File: config.mk
export PLATFORM = sky130hd
export DESIGN_NAME = fpu_share_arbiter
export DESIGN_NICKNAME = d
export VERILOG_FILES = /design/src/rtl/fpu_share_arbiter.sv
export SDC_FILE = /design/constraint.sdc
export NUM_CORES = 1
export LEC_CHECK = 0
export ABC_AREA = 1
export ABC_CLOCK_PERIOD_IN_PS = 2500
export BUFFER_PORTS_ARGS = -buffer_cell sky130_fd_sc_hd__buf_2
export CORE_AREA = 2 2 167 169
export DETAILED_ROUTE_END_ITERATION = 8
export DIE_AREA = 0 0 169 171
export GPL_ROUTABILITY_DRIVEN = 0
export HOLD_SLACK_MARGIN = 0.1
export PLACE_DENSITY_LB_ADDON = 0.12
export SYNTH_ARGS = -nofsm -noshare
export SYNTH_HDL_FRONTEND = slang
export SYNTH_SLANG_ARGS = --single-unit
File: constraint.sdc
create_clock -name clk_i -period 2.5 [get_ports clk_i]
set_input_delay 0.25 -clock clk_i [delete_from_list [all_inputs] [get_ports clk_i]]
set_output_delay 0.25 -clock clk_i [all_outputs]
set_load 0.1 [all_outputs]
File: src/rtl/fpu_share_arbiter.sv
// Round-robin front end that shares one FPU between NumReq requesters, tagging
// each issued op with its requester index and routing results back by tag.
// Op-field widths follow the fpnew_pkg encodings (roundmode 3, operation 4,
// fp_format 3, int_format 2, status 5 bits).
`timescale 1ns/1ps

// Protocol and state checks kept out of the datapath module.
module fpu_share_arbiter_chk #(
  parameter int unsigned NumReq         = 2,
  parameter int unsigned MaxOutstanding = 4,
  parameter int unsigned IdWidth        = $clog2(NumReq),
  parameter int unsigned CntWidth       = $clog2(MaxOutstanding + 1)
) (
  input logic                              clk_i,
  input logic                              rst_i,
  input logic                              lock_i,
  input logic [IdWidth-1:0]                grant_i,
  input logic                              out_valid_i,
  input logic                              out_ready_i,
  input logic [IdWidth-1:0]                tag_i,
  input logic [NumReq-1:0][CntWidth-1:0]   cnt_i
);

  localparam logic [CntWidth-1:0] MAX_CNT = CntWidth'(MaxOutstanding);

  a_grant_stable: assert property (@(posedge clk_i) disable iff (rst_i)
    lock_i |-> (grant_i == $past(grant_i)));

  a_tag_range: assert property (@(posedge clk_i) disable iff (rst_i)
    out_valid_i |-> (32'(tag_i) < NumReq));

  a_no_underflow: assert property (@(posedge clk_i) disable iff (rst_i)
    (out_valid_i && out_ready_i && (32'(tag_i) < NumReq)) |-> (cnt_i[tag_i] != '0));

  for (genvar i = 0; i < int'(NumReq); i++) begin : g_cnt_chk
    a_cnt_max: assert property (@(posedge clk_i) disable iff (rst_i)
      cnt_i[i] <= MAX_CNT);
  end

endmodule

module fpu_share_arbiter #(
  parameter int unsigned NumReq         = 2,
  parameter int unsigned Width          = 32,
  parameter int unsigned MaxOutstanding = 4,
  parameter int unsigned IdWidth        = $clog2(NumReq),
  parameter int unsigned CntWidth       = $clog2(MaxOutstanding + 1)
) (
  input  logic                               clk_i,
  input  logic                               rst_i,
  input  logic [NumReq-1:0]                  req_valid_i,
  output logic [NumReq-1:0]                  req_ready_o,
  input  logic [NumReq-1:0][2:0][Width-1:0]  req_operands_i,
  input  logic [NumReq-1:0][2:0]             req_rnd_mode_i,
  input  logic [NumReq-1:0][3:0]             req_op_i,
  input  logic [NumReq-1:0]                  req_op_mod_i,
  input  logic [NumReq-1:0][2:0]             req_src_fmt_i,
  input  logic [NumReq-1:0][2:0]             req_dst_fmt_i,
  input  logic [NumReq-1:0][1:0]             req_int_fmt_i,
  output logic                               fpu_in_valid_o,
  input  logic                               fpu_in_ready_i,
  output logic [2:0][Width-1:0]              fpu_operands_o,
  output logic [2:0]                         fpu_rnd_mode_o,
  output logic [3:0]                         fpu_op_o,
  output logic                               fpu_op_mod_o,
  output logic [2:0]                         fpu_src_fmt_o,
  output logic [2:0]                         fpu_dst_fmt_o,
  output logic [1:0]                         fpu_int_fmt_o,
  output logic [IdWidth-1:0]                 fpu_tag_o,
  output logic                               fpu_flush_o,
  input  logic [Width-1:0]                   fpu_result_i,
  input  logic [4:0]                         fpu_status_i,
  input  logic [IdWidth-1:0]                 fpu_tag_i,
  input  logic                               fpu_out_valid_i,
  output logic                               fpu_out_ready_o,
  input  logic                               fpu_busy_i,
  output logic [NumReq-1:0]                  resp_valid_o,
  input  logic [NumReq-1:0]                  resp_ready_i,
  output logic [Width-1:0]                   resp_result_o,
  output logic [4:0]                         resp_status_o,
  input  logic                               flush_i,
  output logic                               busy_o
);

  typedef enum logic [0:0] {ST_ARB = 1'b0, ST_LOCK = 1'b1} state_e;

  localparam logic [CntWidth-1:0] MAX_CNT = CntWidth'(MaxOutstanding);

  state_e                            state_r, state_nxt_s;
  logic [IdWidth-1:0]                ptr_r, lock_idx_r;
  logic [NumReq-1:0][CntWidth-1:0]   cnt_r, cnt_nxt_s;
  logic [NumReq-1:0]                 eligible_s;
  logic [IdWidth-1:0]                arb_grant_s, grant_s, cand_s;
  logic                              gate_s, issue_s, retire_s, tag_ok_s;
  logic                              inc_s, dec_s, cnt_busy_s;

  // Eligibility and round-robin pick; the reverse scan lets the lowest offset from ptr win.
  always_comb begin
    arb_grant_s = ptr_r;
    cand_s      = ptr_r;
    for (int i = 0; i < int'(NumReq); i++) begin
      eligible_s[i] = req_valid_i[i] & (cnt_r[i] != MAX_CNT);
    end
    for (int k = int'(NumReq) - 1; k >= 0; k--) begin
      cand_s      = IdWidth'((int'(ptr_r) + k) % int'(NumReq));
      arb_grant_s = eligible_s[cand_s] ? cand_s : arb_grant_s;
    end
  end

  // Input mux, handshakes and response routing, all combinational.
  always_comb begin
    gate_s          = rst_i | flush_i;
    grant_s         = (state_r == ST_LOCK) ? lock_idx_r : arb_grant_s;
    fpu_in_valid_o  = ~gate_s & ((state_r == ST_LOCK) | (|eligible_s));
    issue_s         = fpu_in_valid_o & fpu_in_ready_i;
    req_ready_o     = issue_s ? (NumReq'(1) << grant_s) : '0;
    fpu_operands_o  = req_operands_i[grant_s];
    fpu_rnd_mode_o  = req_rnd_mode_i[grant_s];
    fpu_op_o        = req_op_i[grant_s];
    fpu_op_mod_o    = req_op_mod_i[grant_s];
    fpu_src_fmt_o   = req_src_fmt_i[grant_s];
    fpu_dst_fmt_o   = req_dst_fmt_i[grant_s];
    fpu_int_fmt_o   = req_int_fmt_i[grant_s];
    fpu_tag_o       = grant_s;
    fpu_flush_o     = flush_i | rst_i;
    tag_ok_s        = (32'(fpu_tag_i) < NumReq);
    resp_valid_o    = (~gate_s & fpu_out_valid_i & tag_ok_s) ? (NumReq'(1) << fpu_tag_i) : '0;
    fpu_out_ready_o = ~gate_s & tag_ok_s & resp_ready_i[fpu_tag_i];
    retire_s        = fpu_out_valid_i & fpu_out_ready_o;
    resp_result_o   = fpu_result_i;
    resp_status_o   = fpu_status_i;
  end

  // Credit counters: a retire against an empty counter saturates at zero.
  always_comb begin
    cnt_busy_s = 1'b0;
    inc_s      = 1'b0;
    dec_s      = 1'b0;
    for (int i = 0; i < int'(NumReq); i++) begin
      inc_s        = issue_s & (grant_s == IdWidth'(i));
      dec_s        = retire_s & (fpu_tag_i == IdWidth'(i)) & (cnt_r[i] != '0);
      cnt_nxt_s[i] = cnt_r[i] + CntWidth'(inc_s) - CntWidth'(dec_s);
      cnt_busy_s   = cnt_busy_s | (cnt_r[i] != '0);
    end
    busy_o = ~rst_i & (fpu_busy_i | cnt_busy_s | (state_r == ST_LOCK));
  end

  // Grant FSM: an offered but unaccepted op freezes the grant until it is taken.
  always_comb begin
    state_nxt_s = state_r;
    case (state_r)
      ST_ARB: begin
        if (fpu_in_valid_o && !fpu_in_ready_i) begin
          state_nxt_s = ST_LOCK;
        end else begin
          state_nxt_s = ST_ARB;
        end
      end
      ST_LOCK: begin
        if (issue_s) begin
          state_nxt_s = ST_ARB;
        end else begin
          state_nxt_s = ST_LOCK;
        end
      end
      default: state_nxt_s = ST_ARB;
    endcase
  end

  // State registers; flush drops credits and the lock but keeps the RR pointer.
  always_ff @(posedge clk_i) begin
    if (rst_i) begin
      state_r    <= ST_ARB;
      ptr_r      <= '0;
      lock_idx_r <= '0;
      cnt_r      <= '0;
    end else if (flush_i) begin
      state_r    <= ST_ARB;
      cnt_r      <= '0;
    end else begin
      state_r    <= state_nxt_s;
      lock_idx_r <= (state_r == ST_ARB) ? arb_grant_s : lock_idx_r;
      cnt_r      <= cnt_nxt_s;
      if (issue_s) begin
        ptr_r <= IdWidth'((int'(grant_s) + 1) % int'(NumReq));
      end else begin
        ptr_r <= ptr_r;
      end
    end
  end

  fpu_share_arbiter_chk #(
    .NumReq         (NumReq),
    .MaxOutstanding (MaxOutstanding),
    .IdWidth        (IdWidth),
    .CntWidth       (CntWidth)
  ) u_chk (
    .clk_i       (clk_i),
    .rst_i       (rst_i),
    .lock_i      (state_r == ST_LOCK),
    .grant_i     (grant_s),
    .out_valid_i (fpu_out_valid_i),
    .out_ready_i (fpu_out_ready_o),
    .tag_i       (fpu_tag_i),
    .cnt_i       (cnt_r)
  );

endmodule

==> metrics.yaml, run 1 <==
fin_cells: 1133
routed_wl_mm: 14.0
ys_seq_elements: 9
setup.worst_path.end_class: "output pin"
critPathBufInv: 4
critical_path.max_stage_delay_ps: 380
port_buffers: 355
cell_family_with_the_largest_share_of_critical_path_delay: "simple AND/OR/NAND/NOR gates"
seqPwrFrac: 0.039
hold_path_class: "input port to flop"
place_hpwl_mm: 12.0
power_frac_clock: 0.074
globalRoute.totalOverflow: 0
cellPowerDensity_mw_per_mm2: 638
timing.critical_path.required_ps: 2250
cts.path.max_buffers: 2
grt_first_pass_wirelength_mm: 19.5
fp.coreArea_mm2: 0.0273
fin_worst_hold_slack_ps: 206
drv_cap: 0
std_cell_rows: 61
max_freq_ghz: 0.432
power_frac_comb: 0.887
pin_count_of_the_biggest_net_entering_global_routing: 114
critical_path.slowest_cell: "sky130_fd_sc_hd__buf_16"
gr-usage-all-layers: 0.0854
layout_worst_path_cycle_share: 0.926
netlist_area_mm2: 0.00225
final_layout_size_suffix_gt1_frac: 0.485
wire_per_inst_um: 12.4
ff2ff_path_depth: 13
antenna_cells_inserted: 0
timing.critical_path.depth: 12
numPlacedInstances: 1128
area_delta_synth_final_pct: 167
cellLeakagePower_nw: 3.39
dieArea_mm2: 0.0289
hold_viol_final: 0
mappedNetlistNets: 761
finalNetCount: 1066
cell_internal_pwr_mw: 1.47
synth.yosys.warnings: 0
vdd_ir_drop_max_mv: 0.239
io-pin-count: 430
timing.critical_path.to: "fpu_operands_o[25]"
num_vias: 3820
critical_path_peak_fanout: 113
initial_utilization: 0.0824
critical_path.cell_chain: "nor2_1, nand2_1, nand3_1, nand2_1, inv_1, nand2_1, nand2_4, inv_4, buf_16, nand2_1, nand2_1, buf_12"
regToRegStartpoint: "cnt_r[1]"
detail_route.drc_violations: 0
status: "completed"
number_of_global_route_vias_before_repair: 3585
htreeDepth: 1
start_point_of_the_critical_path: "cnt_r[3]"
synth_seq_area_share: 0.0800
dieHeight_um: 171
power.switching_fraction: 0.615
cpMostUsedCell: "sky130_fd_sc_hd__nand2_1"
rsz_0062_raised_after_global_routing: "yes"
regToRegSetupSlack_ps: 210
detailed_routing_iterations_pass_1: 4
grt_antenna_before_repair: 0
cts.reportedPaths.clkPinSlew_ps: 40
arrival_ps: 2070
slew_viol_final: 0
cts_root_buf: "sky130_fd_sc_hd__clkbuf_16"
setup.worst_path.start_class: "flop"
setup_violations: 0
finClkSkew_ps: 0.630
drt.antenna.violating_nets: 0
cts_made_buffers: 3
tritoncts: "yes"
finalCriticalPeriod_ps: 2320
syn-mean-instance-area_um2: 4.66
die_x_um: 169
r2r_end: "cnt_r[1]"
clk_latency_ps: 230
power_switching_mw: 2.36
detail_route.iter0.violations: 122
netlist-cell-type-count: 20
max_slew.worst_pin.slew_ps: 507
syn-instance-count: 483
worst_slew_margin: 0.662
crit_type: "flop to output pin"
number_of_sinks_driven_by_the_clock_tree: 9
drt-vias-per-instance: 3.37
[power by group through the flow]
stage,registers (mW),logic (mW),clock network (mW)
4_1_cts,0.149,3.42,0.289
3_3_place_gp,0.152,3.44,0
5_1_grt,0.150,3.53,0.299
3_5_place_dp,0.152,3.42,0
2_1_floorplan,0.151,2.33,0
6_report,0.149,3.40,0.282
[cell type report]
class	count	area, um^2
inverter	24	97.6
fill	3101	21300
timing repair buffer	361	3580
multi-input combinational	389	1630
tap	346	433
clock buffer	4	78.8
sequential	9	181
[worst register-to-register path, cell delays in order, from the launching register on]
cell	delay (ps)
sky130_fd_sc_hd__dfxtp_1	380
sky130_fd_sc_hd__nor2_1	70
sky130_fd_sc_hd__nand2_1	50
sky130_fd_sc_hd__nand2_1	70
sky130_fd_sc_hd__nand3_1	90
sky130_fd_sc_hd__nand3_1	200
sky130_fd_sc_hd__nor2_4	200
sky130_fd_sc_hd__inv_1	60
sky130_fd_sc_hd__ha_1	270
sky130_fd_sc_hd__inv_1	40
sky130_fd_sc_hd__ha_1	180
sky130_fd_sc_hd__fa_2	510
sky130_fd_sc_hd__inv_1	40
sky130_fd_sc_hd__nor2_1	80
[worst min-delay path by stage]
| stage | start | cells after the start | slack [ps] | end |
|---|---|---|---|---|
| after floorplan | fpu_in_ready_i | 1 | 320 | flop |
| after global placement | fpu_in_ready_i | 2 | 450 | flop |
| after detailed placement | fpu_in_ready_i | 2 | 460 | flop |
| after CTS | fpu_in_ready_i | 2 | 210 | flop |
| after global routing | fpu_in_ready_i | 2 | 210 | flop |
| final | fpu_in_ready_i | 2 | 210 | flop |
[cell families after synthesis]
kind of cell    after synthesis  synth area share
simple gates                373             0.629
xor+xnor                      2           0.00778
fa+ha+maj                     6            0.0400
compound gates                8            0.0183
flops                         9            0.0800
buf+inv                      85             0.225
[through the flow]
step                      instance area, um^2   util  power [mW]  TNS (ps)  worst slack (ps)
after floorplan                          2300      -        2.48      -700              -195
after global placement                   5890  0.216        3.59         0               211
after detailed placement                 5890  0.216        3.57         0               212
after CTS                                5970  0.219        3.86         0              87.8
after global routing                     6000  0.220        3.97     -38.4             -23.9
final                                    6000  0.220        3.83         0               185
[cell usage in the layout, fill, tap and decap left out, drive strengths merged]
cell type    n
buf        361
nand2      351
inv         23
nor2        12
dfxtp        9
nor3         6
ha           4
a21oi        4
clkbuf       4
nand3        3
o21ai        3
xor2         2
fa           2
or2          1
clkinv       1
a31oi        1
[per-layer routing]
layer,wire length [um],part of all wire,global-route usage
met4,46,0.0033,0.00892
met5,0,0,0
met2,6840,0.49,0.156
met3,1720,0.12,0.0333
met1,5400,0.39,0.0974
[cells in the mapped netlist, drive strengths merged]
cell type,number,area (um^2)
o21ai,3,15.0
inv,23,86.3
a21oi,4,20.0
nor3,6,30.0
clkbuf,4,15.0
or2,1,6.26
xor2,2,17.5
a31oi,1,6.26
fa,2,40.0
nand2,351,1320
clkinv,1,3.75
dfxtp,9,180
ha,4,50.1
buf,57,402
nor2,12,45.0
nand3,3,15.0
[timing repair]
item | 4_1_cts | 5_1_grt
hold buffers | 0 | 0
endpoints found under the setup margin | 0 | 79
buffers inserted | 0 | 1
resized for setup | 0 | 8
(Power assumes the default switching activity.)
==> run 2: changes to the inputs <==
- CORE_AREA: 2 2 167 169 -> 2 2 168 170
- CTS_BUF_LIST: not set -> sky130_fd_sc_hd__clkbuf_4 sky130_fd_sc_hd__clkbuf_8
- DIE_AREA: 0 0 169 171 -> 0 0 170 172
- HOLD_SLACK_MARGIN: 0.1 -> 0.15
==> run 2 against run 1 <==
Clock skew grew 8.1 ps. Total power shrank 2.2%. Die area grew 1.2%. Cell count is essentially flat. Critical path depth grew 5. Fmax grew 0.84%. Sequential power is essentially flat. Global-route usage grew 0.72 points. Worst setup slack gained 19 ps. Cell area shrank 0.29%. Count of clock-buffer cells in the layout shrank 1.
==> metrics.yaml, run 2 (synthesis gave the netlist of run 1 again) <==
hold_viol_final: 0  # unchanged
critical_path.cell_chain: "nor2_1, nand2_1, nand2_1, nand2_1, nand2_1, nand2_1, nand2_4, inv_4, nor2_4, inv_1, ha_1, inv_1, ha_1, fa_1, inv_1, o21ai_0, a21oi_1"
cts.reportedPaths.clkPinSlew_ps: 50  # about the same
dieArea_mm2: 0.0292  # +1.2%
hold_path_class: "input port to flop"
cts_root_buf: "sky130_fd_sc_hd__clkbuf_8"
cell_family_with_the_largest_share_of_critical_path_delay: "adder cells"
critical_path.max_stage_delay_ps: 360  # -20 ps
cts_made_buffers: 3  # unchanged
setup.worst_path.end_class: "flop"
cellPowerDensity_mw_per_mm2: 625  # -2.0%
globalRoute.totalOverflow: 0  # unchanged
pin_count_of_the_biggest_net_entering_global_routing: 114  # unchanged
r2r_end: "cnt_r[2]"
port_buffers: 355  # unchanged
hold_buffers: 0  # unchanged
number_of_sinks_driven_by_the_clock_tree: 9  # unchanged
htreeDepth: 1  # unchanged
fill_cells: 3122  # +0.68%
drt.antenna.violating_nets: 0  # unchanged
detail_route.drc_violations: 0  # unchanged
finalCriticalPeriod_ps: 2300  # -19.3 ps
detail_route.iter0.violations: 65  # -47%
detailedPlace.worstSlack_ps: 172  # -40.7 ps
cell_internal_pwr_mw: 1.37  # -6.8%
setup.worst_path.start_class: "flop"
vdd_ir_drop_max_mv: 0.189  # -21%
power_switching_mw: 2.37  # +0.59%
cellLeakagePower_nw: 3.40  # +0.13%
cpMostUsedCell: "sky130_fd_sc_hd__nand2_1"
cts.path.max_buffers: 2  # unchanged
wire_per_inst_um: 13.9  # +12%
finalNetCount: 1067  # +0.094%
clk_latency_ps: 240  # about the same
std_cell_rows: 61  # unchanged
regToRegSetupSlack_ps: 200  # about the same
dieHeight_um: 172  # +0.58%
fin_worst_hold_slack_ps: 188  # -18.7 ps
worst_slew_margin: 0.673  # +0.0107
grt_first_pass_wirelength_mm: 21.2  # +8.9%
grt_antenna_before_repair: 4  # +4
gr-usage-all-layers: 0.0926  # +0.00715
antenna_cells_inserted: 0  # unchanged
finClkSkew_ps: 8.70  # +8.07 ps
layout_commonest_cell: "sky130_fd_sc_hd__nand2_1"
area_delta_synth_final_pct: 166
rsz_0062_raised_after_global_routing: "yes"
start_point_of_the_critical_path: "cnt_r[4]"
routed_wl_mm: 15.8  # +12%
setup_slack_ps: 204  # +19.3 ps
crit_type: "flop to flop"
detailed_routing_iterations_pass_1: 4  # unchanged
ff2ff_path_depth: 17  # +4
critical_path.slowest_cell: "sky130_fd_sc_hd__fa_1"
arrival_ps: 2470  # +400 ps
initial_utilization: 0.0820  # -0.000458
drv_cap: 0  # unchanged
timing.critical_path.required_ps: 2680  # +430 ps
die_x_um: 170  # +0.59%
layout_worst_path_cycle_share: 0.918  # -0.00774
timing.critical_path.to: "cnt_r[2]"
slew_viol_final: 0  # unchanged
max_slew.worst_pin.slew_ps: 494  # -12.6 ps
power_frac_comb: 0.914  # +0.027
final_layout_size_suffix_gt1_frac: 0.478  # -0.00696
place_hpwl_mm: 12.9  # +7.4%
setup_violations: 0  # unchanged
critical_path_peak_fanout: 4  # -96%
timing.setup.tns_ps: 0  # unchanged
seqPwrFrac: 0.040  # about the same
drt-vias-per-instance: 3.37  # about the same
io-pin-count: 430  # unchanged
tritoncts: "yes"
layout.cells.most_common_list: "350 x sky130_fd_sc_hd__nand2_1, 240 x sky130_fd_sc_hd__buf_2, 116 x sky130_fd_sc_hd__buf_12"
fp.coreArea_mm2: 0.0275  # +0.56%
power_frac_clock: 0.046  # -0.028
number_of_global_route_vias_before_repair: 3830  # +6.8%
timing.critical_path.depth: 17  # +5
num_vias: 3825  # +0.13%
status: "completed"
regToRegStartpoint: "cnt_r[4]"
max_freq_ghz: 0.436  # +0.84%
power.switching_fraction: 0.633  # +0.0178
critPathBufInv: 4  # unchanged
## run 2: changes by cell type in the layout (fill, tap and decap cells not counted), moves of 2 or more
cell,delta
sky130_fd_sc_hd__nand2_1,+6
sky130_fd_sc_hd__nand2_2,-6
sky130_fd_sc_hd__clkbuf_8,+3
sky130_fd_sc_hd__clkbuf_16,-2
## run 2: worst min-delay path by stage
stage | start | end | cells past startpoint
6_report | fpu_in_ready_i | flop | 2
5_1_grt | fpu_in_ready_i | flop | 2
4_1_cts | fpu_in_ready_i | flop | 2
3_5_place_dp | fpu_in_ready_i | flop | 2
3_3_place_gp | fpu_in_ready_i | flop | 2
2_1_floorplan | fpu_in_ready_i | flop | 1
## run 2: timing repair
action	4_1_cts	5_1_grt
resized for setup	1	3
setup endpoints to repair	14	62
setup buffers	0	0
cloned	0	1
## run 2: layout make-up
cell class | instances | area, um^2 | area share
clock inverters | 1 | 5.00 | 0.000836
multi-input cells | 389 | 1610 | 0.270
well taps | 346 | 433 | 0.0723
inverters | 24 | 97.6 | 0.0163
clock buffers | 3 | 41.3 | 0.00690
flip-flops and latches | 9 | 181 | 0.0303
repair buffers | 362 | 3610 | 0.604
## run 2: metal layers
| layer | routed length (um) | track usage |
|---|---|---|
| met5 | 44 | 0 |
| met4 | 110 | 0.0100 |
| met3 | 2160 | 0.0446 |
| met2 | 7730 | 0.171 |
| met1 | 5720 | 0.0982 |
## run 2: power groups by stage
stage	Sequential, mW	Combinational [mW]	Clock, mW
final	0.149	3.42	0.173
after global routing	0.149	3.55	0.185
after CTS	0.149	3.43	0.179
after detailed placement	0.152	3.43	0
after global placement	0.152	3.44	0
after floorplan	0.151	2.33	0
## run 2: metrics by stage
step | instance area (um^2) | utilization | cells | total power [mW]
finish | 5990 | 0.218 | 1134 | 3.74
global placement | 5900 | 0.215 | 1129 | 3.59
detailed placement | 5900 | 0.215 | 1129 | 3.58
CTS | 5950 | 0.217 | 1133 | 3.76
floorplan | 2300 | - | 483 | 2.48
global route | 5990 | 0.218 | 1134 | 3.89
==> run 3: changes to the inputs <==
- REMOVE_ABC_BUFFERS: not set -> 1
- SKIP_CTS_REPAIR_TIMING: not set -> 1
==> run 3 against run 2 <==
Sequential power about the same. Total power decreased by 0.14%. Largest power group unchanged. Fmax is 2.3% lower. Clock skew shrank 5.3 ps. Critical path depth is 5 lower. Worst setup slack got worse by 55 ps. Global-route usage rose by 0.27 points. Sequential share of layout area barely moved.
==> metrics.yaml, run 3 (synthesis gave the netlist of run 1 again) <==
status: "completed"
hold_viol_final: 0  # unchanged
power_switching_mw: 2.35  # -0.71%
io-pin-count: 430  # unchanged
htreeDepth: 1  # unchanged
critPathBufInv: 3  # -1
drv_cap: 0  # unchanged
r2r_end: "cnt_r[2]"
power_frac_comb: 0.911  # -0.003
finalCriticalPeriod_ps: 2350  # +54.7 ps
finClkSkew_ps: 3.41  # -5.30 ps
max_slew.worst_pin.slew_ps: 502  # +8.00 ps
clk_latency_ps: 230  # about the same
tritoncts: "yes"
crit_type: "flop to output pin"
detailed_routing_iterations_pass_1: 4  # unchanged
grt_first_pass_wirelength_mm: 21.3  # +0.62%
power_frac_clock: 0.049  # +0.003
cts.reportedPaths.clkPinSlew_ps: 50  # about the same
setup_violations: 0  # unchanged
critical_path.slowest_cell: "sky130_fd_sc_hd__dfxtp_1"
pin_count_of_the_biggest_net_entering_global_routing: 114  # unchanged
detail_route.drc_violations: 0  # unchanged
setup.worst_path.start_class: "flop"
final_area_mm2: 0.00596  # -0.50%
die_x_um: 170  # unchanged
design_power_total_mw: 3.74  # -0.14%
critical_path.cell_chain: "nor2_1, nand2_1, nand2_1, nand2_1, nand2_1, nand2_1, nand2_4, inv_4, buf_16, nand2_1, nand2_1, buf_12"
cts_root_buf: "sky130_fd_sc_hd__clkbuf_8"
cpMostUsedCell: "sky130_fd_sc_hd__nand2_1"
critical_path_peak_fanout: 113  # +109
cell_family_with_the_largest_share_of_critical_path_delay: "simple AND/OR/NAND/NOR gates"
max_freq_ghz: 0.425  # -2.3%
layout.cells.most_common_list: "338 x sky130_fd_sc_hd__nand2_1, 240 x sky130_fd_sc_hd__buf_2, 116 x sky130_fd_sc_hd__buf_12"
dieArea_mm2: 0.0292  # unchanged
cts.path.max_buffers: 2  # unchanged
finalNetCount: 1068  # +0.094%
cellPowerDensity_mw_per_mm2: 628  # +0.37%
holdPathStages: 2  # unchanged
timing.critical_path.required_ps: 2250  # -430 ps
ff_latch_area_um2: 180  # -0.69%
drt.antenna.violating_nets: 0  # unchanged
layout_worst_path_cycle_share: 0.940  # +0.0219
arrival_ps: 2100  # -370 ps
detailedPlace.worstSlack_ps: 209  # +36.9 ps
seqPwrFrac: 0.040  # about the same
final_layout_size_suffix_gt1_frac: 0.485  # +0.00700
slew_viol_final: 0  # unchanged
vdd_ir_drop_max_mv: 0.185  # -2.4%
critical_path.max_stage_delay_ps: 380  # +20 ps
worst_slew_margin: 0.665  # -0.00760
multi_input_comb_area_mm2: 0.00160  # -0.70%
std_cell_rows: 61  # unchanged
detail_route.iter0.violations: 105  # +62%
wire_per_inst_um: 14.2  # +2.4%
routed_wl_mm: 16.2  # +2.6%
setup.worst_path.end_class: "output pin"
place_hpwl_mm: 13.3  # +3.3%
grt_antenna_before_repair: 3  # -1
min_delay_startpoint: "fpu_in_ready_i"
setup_slack_ps: 149  # -54.7 ps
cell_internal_pwr_mw: 1.38  # +0.85%
number_of_global_route_vias_before_repair: 3560  # -7.0%
hold_path_class: "input port to flop"
rsz_0062_raised_after_global_routing: "yes"
power.switching_fraction: 0.630  # -0.00363
regToRegSetupSlack_ps: 230  # +30 ps
port_buffers: 355  # unchanged
layout_commonest_cell: "sky130_fd_sc_hd__nand2_1"
fp.coreArea_mm2: 0.0275  # unchanged
postPlaceCellArea_mm2: 0.00586  # -0.72%
cts_made_buffers: 3  # unchanged
regToRegStartpoint: "cnt_r[4]"
num_vias: 3909  # +2.2%
dieHeight_um: 172  # unchanged
drt-vias-per-instance: 3.44  # +2.0%
cellLeakagePower_nw: 3.38  # -0.40%
gr-usage-all-layers: 0.0952  # +0.00266
globalRoute.totalOverflow: 0  # unchanged
initial_utilization: 0.0820  # unchanged
area_delta_synth_final_pct: 164
ff2ff_path_depth: 17  # unchanged
number_of_sinks_driven_by_the_clock_tree: 9  # unchanged
fill_cells: 3127  # +0.16%
-- run 3: changes by cell type in the layout (fill, tap and decap cells not counted), moves of 2 or more --
cell	before	now
sky130_fd_sc_hd__nor3_1	4	6
sky130_fd_sc_hd__nand2_1	350	338
sky130_fd_sc_hd__nor2_1	9	11
sky130_fd_sc_hd__nor2_4	3	0
sky130_fd_sc_hd__buf_4	3	6
sky130_fd_sc_hd__nor3_2	2	0
sky130_fd_sc_hd__nand2_2	0	12
-- run 3: how the worst max path moves through the flow --
| stage | start | endpoint | slack [ps] | cells after the start |
|---|---|---|---|---|
| floorplan | cnt_r[4] | cnt_r[1] | -3220 | 16 |
| global placement | cnt_r[4] | cnt_r[2] | 250 | 17 |
| detailed placement | cnt_r[4] | cnt_r[2] | 210 | 17 |
| CTS | cnt_r[4] | fpu_operands_o[56] | 90 | 12 |
| global route | cnt_r[4] | fpu_operands_o[10] | -30 | 12 |
| finish | cnt_r[4] | fpu_dst_fmt_o[0] | 150 | 12 |
-- run 3: layout make-up --
| type | count | share of cell area |
|---|---|---|
| repair buffers | 363 | 0.604 |
| multi-input cells | 389 | 0.269 |
| well taps | 346 | 0.0727 |
| flip-flops and latches | 9 | 0.0303 |
| inverters | 24 | 0.0155 |
| clock buffers | 4 | 0.00819 |
| diodes | 1 | 0.000420 |
-- run 3: layer usage --
layer | vias to the layer above | share of wire | track usage
li1 | 2004 | - | -
met1 | 1650 | 0.36 | 0.103
met2 | 237 | 0.51 | 0.171
met3 | 14 | 0.12 | 0.0497
met4 | 4 | 0.0077 | 0.00855
met5 | - | 0.0020 | 0
-- run 3: per-stage QoR --
step	TNS [ps]	hold WS, ps	std cells	util
finish	0	215	1136	0.217
global route	-91.6	230	1135	0.217
CTS	0	206	1134	0.215
detailed placement	0	450	1130	0.213
global placement	0	460	1130	0.213
floorplan	-201530	322	422	-
-- run 3: power by group through the flow --
stage	clock (mW)	sequential, mW	combinational (mW)
after detailed placement	0	0.152	3.42
final	0.185	0.149	3.40
after global routing	0.193	0.149	3.53
after CTS	0.189	0.149	3.42
after floorplan	0	0.151	2.02
after global placement	0	0.152	3.43
-- run 3: worst register-to-register path: cells and delay by family (launching register included) --
| family | cells | cell delay (ps) |
|---|---|---|
| simple gates | 8 | 660 |
| fa+ha+maj | 3 | 800 |
| buf+inv | 4 | 220 |
| compound gates | 2 | 190 |
| flops | 1 | 330 |
